`src/rtl/tx_frame_queue_pkg.sv`:
```
// Shared types for the transmit frame queue: frame width and scheduler state encodings.
// The state values are fixed so a future receive-side queue can reuse them.
package tx_frame_queue_pkg;

  localparam int FRAME_SIZE = 16;

  typedef enum logic [1:0] {
    IDLE = 2'd0,
    SEND = 2'd1,
    GAP  = 2'd2
  } tx_state_t;

endpackage

```
`src/rtl/frame_fifo.sv`:
```
// Synchronous FIFO holding frames for the transmit scheduler.
// Pointers wrap naturally (DEPTH is a power of two); count disambiguates full from empty.
module frame_fifo #(
  parameter int WIDTH = 16,
  parameter int DEPTH = 8
) (
  input  logic                     clock,
  input  logic                     reset,
  input  logic                     push,
  input  logic [WIDTH-1:0]         push_data,
  input  logic                     pop,
  output logic [WIDTH-1:0]         head,
  output logic [$clog2(DEPTH):0]   count,
  output logic                     full
);

  localparam int AW = $clog2(DEPTH);
  localparam logic [AW:0] FULL_COUNT = DEPTH[AW:0];

  logic [WIDTH-1:0] mem [DEPTH];
  logic [AW-1:0]    wr_ptr;
  logic [AW-1:0]    rd_ptr;
  logic             do_push;
  logic             do_pop;

  // Fullness is judged on the registered count, so a pop never frees room for a same-cycle push.
  assign full    = (count == FULL_COUNT);
  assign do_push = push && !full;
  assign do_pop  = pop && (count != '0);
  assign head    = mem[rd_ptr];

  always_ff @(posedge clock) begin
    if (do_push) mem[wr_ptr] <= push_data;
  end

  always_ff @(posedge clock or negedge reset) begin
    if (!reset) begin
      wr_ptr <= '0;
      rd_ptr <= '0;
      count  <= '0;
    end else begin
      if (do_push) wr_ptr <= wr_ptr + 1'b1;
      if (do_pop)  rd_ptr <= rd_ptr + 1'b1;
      case ({do_push, do_pop})
        2'b10:   count <= count + 1'b1;
        2'b01:   count <= count - 1'b1;
        default: count <= count;
      endcase
    end
  end

endmodule

```
`src/rtl/tx_frame_queue.sv`:
```
// Buffers host frames and feeds them one at a time to the transceiver, holding each until
// irq_tx acknowledges it or the timeout drops it, with an enforced idle gap between frames.
module tx_frame_queue
  import tx_frame_queue_pkg::*;
#(
  parameter int DEPTH          = 8,
  parameter int GAP_CYCLES     = 2,
  parameter int TIMEOUT_CYCLES = 4096
) (
  input  logic                   clock,
  input  logic                   reset,
  input  logic [FRAME_SIZE-1:0]  in_data,
  input  logic                   in_valid,
  output logic                   in_ready,
  input  logic                   irq_tx,
  output logic [FRAME_SIZE-1:0]  tx_data,
  output logic                   tx_enable,
  output logic [$clog2(DEPTH):0] count,
  output logic                   sent,
  output logic                   tx_timeout
);

  localparam int TW = $clog2(TIMEOUT_CYCLES);
  localparam int GW = (GAP_CYCLES > 1) ? $clog2(GAP_CYCLES) : 1;
  localparam logic [TW-1:0] TIMER_LAST = TW'(TIMEOUT_CYCLES - 1);
  localparam logic [GW-1:0] GAP_LAST   = GW'(GAP_CYCLES - 1);

  tx_state_t             state_q;
  tx_state_t             state_d;
  logic [TW-1:0]         timer_q;
  logic [GW-1:0]         gap_q;
  logic [FRAME_SIZE-1:0] head;
  logic                  full;
  logic                  load;
  logic                  pop;
  logic                  ack;
  logic                  drop;

  assign in_ready = !full;

  frame_fifo #(
    .WIDTH (FRAME_SIZE),
    .DEPTH (DEPTH)
  ) u_fifo (
    .clock     (clock),
    .reset     (reset),
    .push      (in_valid),
    .push_data (in_data),
    .pop       (pop),
    .head      (head),
    .count     (count),
    .full      (full)
  );

  // GAP waits for irq_tx to fall so a lingering ack cannot complete the following frame.
  always_comb begin
    state_d = state_q;
    load    = 1'b0;
    pop     = 1'b0;
    ack     = 1'b0;
    drop    = 1'b0;
    unique case (state_q)
      IDLE: begin
        if (count != '0 && !irq_tx) begin
          load    = 1'b1;
          state_d = SEND;
        end
      end
      SEND: begin
        if (irq_tx) begin
          pop     = 1'b1;
          ack     = 1'b1;
          state_d = GAP;
        end else if (timer_q == TIMER_LAST) begin
          pop     = 1'b1;
          drop    = 1'b1;
          state_d = GAP;
        end
      end
      GAP: begin
        if (gap_q == GAP_LAST && !irq_tx) state_d = IDLE;
      end
      default: state_d = IDLE;
    endcase
  end

  always_ff @(posedge clock or negedge reset) begin
    if (!reset) begin
      state_q    <= IDLE;
      tx_data    <= '0;
      tx_enable  <= 1'b0;
      sent       <= 1'b0;
      tx_timeout <= 1'b0;
      timer_q    <= '0;
      gap_q      <= '0;
    end else begin
      state_q    <= state_d;
      sent       <= ack;
      tx_timeout <= drop;
      if (load) begin
        tx_data   <= head;
        tx_enable <= 1'b1;
        timer_q   <= '0;
      end else if (pop) begin
        tx_enable <= 1'b0;
        gap_q     <= '0;
      end else if (state_q == SEND) begin
        timer_q <= timer_q + 1'b1;
      end else if (state_q == GAP && gap_q != GAP_LAST) begin
        gap_q <= gap_q + 1'b1;
      end
    end
  end

endmodule

```
`config.mk`:
```
export PLATFORM = sky130hd
export DESIGN_NAME = tx_frame_queue
export DESIGN_NICKNAME = d
export VERILOG_FILES = /design/src/rtl/tx_frame_queue_pkg.sv /design/src/rtl/frame_fifo.sv /design/src/rtl/tx_frame_queue.sv
export SDC_FILE = /design/constraint.sdc
export NUM_CORES = 1
export LEC_CHECK = 0
export ABC_CLOCK_PERIOD_IN_PS = 2900
export BUFFER_PORTS_ARGS = -buffer_cell sky130_fd_sc_hd__buf_2
export CAP_MARGIN = 5
export CORE_UTILIZATION = 48
export DETAILED_ROUTE_END_ITERATION = 7
export GPL_TIMING_DRIVEN = 0
export MAX_ROUTING_LAYER = met4
export PLACE_DENSITY = 0.72
export SLEW_MARGIN = 20
export SYNTH_ARGS = -nofsm -noshare
export SYNTH_HDL_FRONTEND = slang
export SYNTH_SLANG_ARGS = --single-unit
export TNS_END_PERCENT = 30
```
`constraint.sdc`:
```
create_clock -name clock -period 2.9 [get_ports clock]
set_clock_uncertainty 0.1 [all_clocks]
set_input_delay 0.29 -clock clock [delete_from_list [all_inputs] [get_ports clock]]
set_output_delay 0.29 -clock clock [all_outputs]
set_load 0.005 [all_outputs]
```
After elaboration in Yosys (flattened, before gate mapping):

Memories as Yosys holds them, arrays and structs flattened. A register that Yosys moved wholly into a read port is not among the register bits.
Cells that the tools add are included.

* $add $sub $neg: 6
* eq/ne operators: 11
* muxes and demuxes: 25
* bitwise operators: 2
* reduce and logical (&&, ||, !) cells: 17

Operators by type and width (count)
* $mux 12: 3
* $mux 1: 16
* $add 12x1->12 const B: 1
* $eq 12x12->1 const B: 1
* $mux 2: 4
* $pmux 4 s2: 1
* $reduce_bool 2->1: 4
* $add 3x1->3 const B: 2
* $ne 2x2->1 const B: 3
* $pmux 2 s3: 1
* $reduce_and 3->1: 2
* $logic_and 1x1->1: 5
* $add 4x1->4 const B: 1
* $eq 2x1->1 const B: 2
* $eq 2x2->1 const B: 2
* $eq 4x4->1 const B: 1
* $reduce_bool 4->1: 1
* $sub 4x1->4 const B: 1
* $logic_not 1->1: 3
* $ne 3x3->1 const B: 1
* $logic_not 2->1: 1
* $ne 2x1->1 const B: 1
* $not 1->1: 2
* $reduce_and 2->1: 1
* $add 1x1->1 const B: 1

* register bits after elaboration: 28
* memory bits (writable): 128
* input port bits: 20
* logic and storage cells: 71
* memories: 1

Memories
* u_fifo.mem: depth 8, width 16, rd ports 1, clocked after memory_dff 1, wr ports 1, RTL line frame_fifo.sv:20 `logic [WIDTH-1:0] mem [DEPTH];`

Depth between registers and ports, before layout:

* word-level depth: 7
* depth in mapped cells: 13
* gate-level depth less buffers: 12

Modules after synthesis:

Synthesis repeated with hierarchy kept, for this count alone.

* cells, all modules: 413
* area, all modules: 7071.8 um^2

Modules (own cells, without submodules)
* frame_fifo: times used 1, cells an instance 251, area an instance 5547.8 um^2, sequential area each 4093.9 um^2
* tx_frame_queue: times used 1, cells an instance 162, area an instance 1524.0 um^2, sequential area each 850.8 um^2

Least setup slack after synthesis:

Ideal clock, no wire load.

* path kind: register to register
* start point: register u_fifo.count[1]
* end point: memory u_fifo.mem[0][0] (enable)
* setup time: 0.430 ns
* arrival: 2.441 ns
* data required time: 2.370 ns
* slack: -0.071 ns
* stages on the path, launching flop included: 5
* buffers on the path: 0
* cell sequence: dfrtp_1 > nor3_1 > nand2_1 > nand2_1 > nor4_1

* word-level cells in the longest chain between the ends: 5

RTL lines
* from (decl): RTL line frame_fifo.sv:13 `output logic [$clog2(DEPTH):0] count,`
* from (signal assigned): RTL line frame_fifo.sv:45 `2'b10: count <= count + 1'b1;`
* from (signal assigned): RTL line frame_fifo.sv:46 `2'b01: count <= count - 1'b1;`
* from (signal assigned): RTL line frame_fifo.sv:47 `default: count <= count;`
* $eq 4x4->1: RTL line frame_fifo.sv:27 `assign full = (count == FULL_COUNT);`
* $logic_not 1->1
* net in_ready: RTL line tx_frame_queue.sv:14 `output logic in_ready,`
* $logic_and 1x1->1: RTL line frame_fifo.sv:28 `assign do_push = push && !full;`
* $mux 1: RTL line frame_fifo.sv:33 `if (do_push) mem[wr_ptr] <= push_data;`
* $mux 1 (implied by the code): RTL line frame_fifo.sv:33
* to (decl): RTL line frame_fifo.sv:20

The timed path passes the listed nets, and every way through them passes these cells.

Worst setup path after layout:

* start point: register timer_q[1]
* end point: register u_fifo.count[2]

* word-level cells in the longest chain between the ends: 7
* elaborated cells between the ends (all ways): 9

RTL lines
* from (decl): RTL line tx_frame_queue.sv:30 `logic [TW-1:0] timer_q;`
* from (signal assigned): RTL line tx_frame_queue.sv:108 `timer_q <= timer_q + 1'b1;`
* $eq 12x12->1 (*): RTL line tx_frame_queue.sv:74 `end else if (timer_q == TIMER_LAST) begin`
* $mux 1 (*): RTL line tx_frame_queue.sv:74
* $mux 1 (*): RTL line tx_frame_queue.sv:70 `if (irq_tx) begin`
* $mux 1 (*): RTL line tx_frame_queue.sv:62 `unique case (state_q)`
* $logic_and 1x1->1 (*): RTL line frame_fifo.sv:29 `assign do_pop = pop && (count != '0);`
* net u_fifo.do_pop: RTL line frame_fifo.sv:24 `logic do_pop;`
* $eq 2x1->1 or $eq 2x2->1 (tied branches): RTL line frame_fifo.sv:44 `case ({do_push, do_pop})`
* $pmux 4 s2 or $reduce_bool 2->1 (tied branches)

The timed path passes the listed nets; every way through them passes the cells marked *.
A chain may end at the register's enable or synchronous reset.

==> metrics.md <==
| Metric | Value |
|---|---|
| Area grow syn2layout | 18.8% |
| Final min period | 2.76 ns |
| Largest net degree at the start of global routing | 45 |
| Max-slew headroom | 41.3% |
| Vias in the first global route | 3845 |
| Final HPWL DP | 9.10 mm |
| Measured slew at the worst slew-check pin | 0.881 ns |
| Max-cap viol count | 0 |
| Synth area leaders | edfxtp_1 56%, dfrtp_1 16%, mux4_2 11% |
| Ports | 44 |
| GR Overflow Total | 0 |
| Worst Path Max Fanout | 7 |
| Synth area leader | edfxtp_1 |
| 1st-pass router iterations | 5 |
| Clock Path Buffers | 2 |
| Synthesized flop and latch total | 172 |
| Ant diodes | 0 |
| Crit start category | flip-flop |
| Distinct cells, synth | 50 |
| Hold Startpoint | in_data[1] |
| CP dominant cell by count | xor2_1 |
| WP buf/inv | 1 |
| Pwr/cell area | 994 nW/µm² |
| CP cell instances | ha_1 > and3_1 > and3_2 > o211ai_1 > inv_1 > ha_2 > xor2_1 > ha_1 > a21oi_2 > xor2_1 > nor2_1 > xor2_1 |
| Core area | 13900 µm² |
| Max stage delay on crit path | 0.43 ns |
| Final hold vios | 0 |
| Max IR drop VDD | 0.614 mV |
| Slowest CP cell | dfrtp_1 |
| Synth Flop Type | edfxtp_1 |
| First-pass GRT wire length | 21.8 mm |
| Iter 0 DRT Violations | 352 |
| CP delay by family, top | adder cells |
| WL per Instance | 21.3 µm |
| Via density | 5.76 |
| Final Setup Violations | 0 |
| Worst path arrival time | 2.97 ns |
| Count leader, synth | edfxtp_1 |
| Routed via count | 3767 |
| Hold path endpoint | u_fifo.mem[5][1]$_DFFE_PP_ |
| Type of the worst min-delay path | in2reg |
| PortBufs | 42 |
| Data required, critical path | 3.11 ns |
| Clk Latency, worst-skew pair | 0.43 ns |
| CTS tree | built |
| CTS H-tree depth | 4 |
| Initial antenna violation count | 0 |
| Sequential fraction of the synthesis area | 72.1% |
| # clock sinks | 172 |
| Finished Core Util | 58.6% |
| Final net count | 487 |
| Number of cell rows | 43 |
| CP Class | reg2reg |
| Max-slew violations | 0 |
| Initial Util | 49.4% |
| Leak | 2.97 nW |
| FF-to-FF Start | timer_q[1]$_DFFE_PN0P_ |
| Max Clock Freq | 363 MHz |
| CTS Buf Count | 17 |
| Fillers | 1071 |
| Post-synth EDFFs | 128 |
| Post-Syn Area per Cell | 17.8 µm² |
| Async S/R FF share, synth | 25.6% |
| Hold Path Depth | 1 |
| Setup repair after global routing missed its margin | no |
| Status | finished clean |
| RD Place Congestion | 0.776 |
| Root buffer cell | clkbuf_16 |
| Final period util | 95.1% |
| R2R setup slack | 0.14 ns |
| Post-synth top cells | 128 x edfxtp_1, 44 x dfrtp_1, 32 x mux4_2 |
| RR Endpoint | u_fifo.count[2]$_DFFE_PN0P_ |
| # DRC | 0 |
| Die Wd | 121 µm |
| Post-synthesis instance total | 385 |
| Antenna Nets Post-Route | 0 |
| Post-synthesis net count | 411 |
| Synth warn | 0 |
| Hold slack | 0.0321 ns |
| Share of layout cells above drive strength 1 | 32.1% |
| Worst reg2reg path depth | 12 |
| Die height | 121 µm |
| Syn Std Cell Area | 6850 µm² |
| Clock-pin slew on the worst setup and hold paths | 0.06 ns |
| Worst Setup End Kind | flip-flop |
| Die Area | 14800 µm² |
| Synth top area share | 56.1% |
| Total Wirelength | 13.9 mm |
| Gr usage total | 21.7% |
## worst register-to-register path, cell delays in order, from the launching register on
cell,delay (ns)
dfrtp_1,0.43
ha_1,0.23
and3_1,0.18
and3_2,0.27
o211ai_1,0.26
inv_1,0.11
ha_2,0.23
xor2_1,0.17
ha_1,0.21
a21oi_2,0.12
xor2_1,0.15
nor2_1,0.06
xor2_1,0.14
## cell usage in the layout (no fill, tap or decap), types with 3 or more instances in the layout
cell type	instances
and3_2	3
inv_8	3
inv_1	3
ha_1	5
nand2_1	31
o31ai_1	4
dfrtp_1	44
mux2_2	3
edfxtp_1	128
mux4_2	32
buf_4	4
buf_6	13
a21oi_1	4
inv_6	4
nor3_1	3
xnor2_1	5
bufinv_16	3
nand3_1	4
nor2_1	4
nor2_2	3
nor3_2	4
clkbuf_16	17
o211ai_1	4
mux2i_1	18
clkbuf_1	12
xor2_1	4
buf_2	44
or4_1	3
o21ai_0	20
## routing by layer
| metal | up-vias | GRT usage (%) | wire (µm) |
|---|---|---|---|
| met3 | 12 | 5.59 | 692 |
| met5 | - | - | 0 |
| met4 | 0 | 6.71 | 123 |
| li1 | 1680 | - | - |
| met1 | 1973 | 28.4 | 6050 |
| met2 | 102 | 33.6 | 7050 |
## registers in the layout, summed over array words and instances, names as in the netlist
signal and cells:
u_fifo.wr_ptr 3, timer_q 12, sent 1, tx_enable 1, u_fifo.mem 128, u_fifo.count 4
tx_timeout 1, state_q 2, tx_data 16, u_fifo.rd_ptr 3, gap_q 1
## through the flow
step	TNS (ns)	cell area, µm²	power (W)	worst slack [ns]	std cells
global placement	-60.85	7300	0.00551	-0.909	607
detailed placement	-0.189	7480	0.00572	-0.149	620
floorplan	0	6860	0.00487	0.161	385
CTS	0	8130	0.00815	0.0213	654
finish	0	8140	0.00809	0.142	654
global route	0	8140	0.00849	0.0140	654
## how the worst max path moves through the flow
stage          cells after the start  slack, ns                           to                   startpoint
2_1_floorplan                     13       0.16  u_fifo.count[2]$_DFFE_PN0P_       timer_q[0]$_DFFE_PN0P_
6_report                          12       0.14  u_fifo.count[2]$_DFFE_PN0P_       timer_q[1]$_DFFE_PN0P_
4_1_cts                           13       0.02  u_fifo.count[2]$_DFFE_PN0P_       timer_q[0]$_DFFE_PN0P_
3_3_place_gp                       4      -0.91   u_fifo.mem[2][8]$_DFFE_PP_  u_fifo.count[1]$_DFFE_PN0P_
5_1_grt                           12       0.01  u_fifo.count[2]$_DFFE_PN0P_       timer_q[0]$_DFFE_PN0P_
3_5_place_dp                      13      -0.15  u_fifo.count[2]$_DFFE_PN0P_       timer_q[0]$_DFFE_PN0P_
## where the power goes
part | internal [W] | total, W | switching [W]
Combinational | 0.00106 | 0.00225 | 0.00119
Clock | 0.00143 | 0.00241 | 0.000978
Sequential | 0.00316 | 0.00344 | 0.000280
Total | 0.00564 | 0.00809 | 0.00245
## cell type report
type / count / area [µm²] / share of cell area (%)
sequential: 172 / 4940 / 60.7
multi-input combinational: 191 / 1860 / 22.8
clock buffer: 19 / 453 / 5.56
timing repair buffer: 58 / 384 / 4.72
tap: 180 / 225 / 2.77
clock inverter: 13 / 178 / 2.18
buffer: 18 / 86.3 / 1.06
inverter: 3 / 11.3 / 0.138
## cells by family (layout without fill, tap and decap cells)
group / count (synthesis) / count (layout) / share of synthesized area (%)
flip-flops: 172 / 172 / 72.1
AND/OR/NAND/NOR: 77 / 77 / 6.01
multiplexers: 53 / 53 / 13.6
AO/OA/AOI/OAI: 46 / 46 / 4.49
buffers and inverters: 22 / 111 / 1.48
XOR/XNOR: 9 / 9 / 1.15
adder cells (fa/ha/maj): 6 / 6 / 1.10
## repair_timing
| item | 4_1_cts | 5_1_grt |
|---|---|---|
| setup buffers | 1 | 1 |
| endpoints found under the hold margin | 44 | 0 |
| resized for setup | 1 | 2 |
| pin swaps | 1 | 1 |
| endpoints found under the setup margin | 3 | 2 |
| hold buffers | 1 | 0 |
Note: power is estimated with default switching activity, not from simulation.
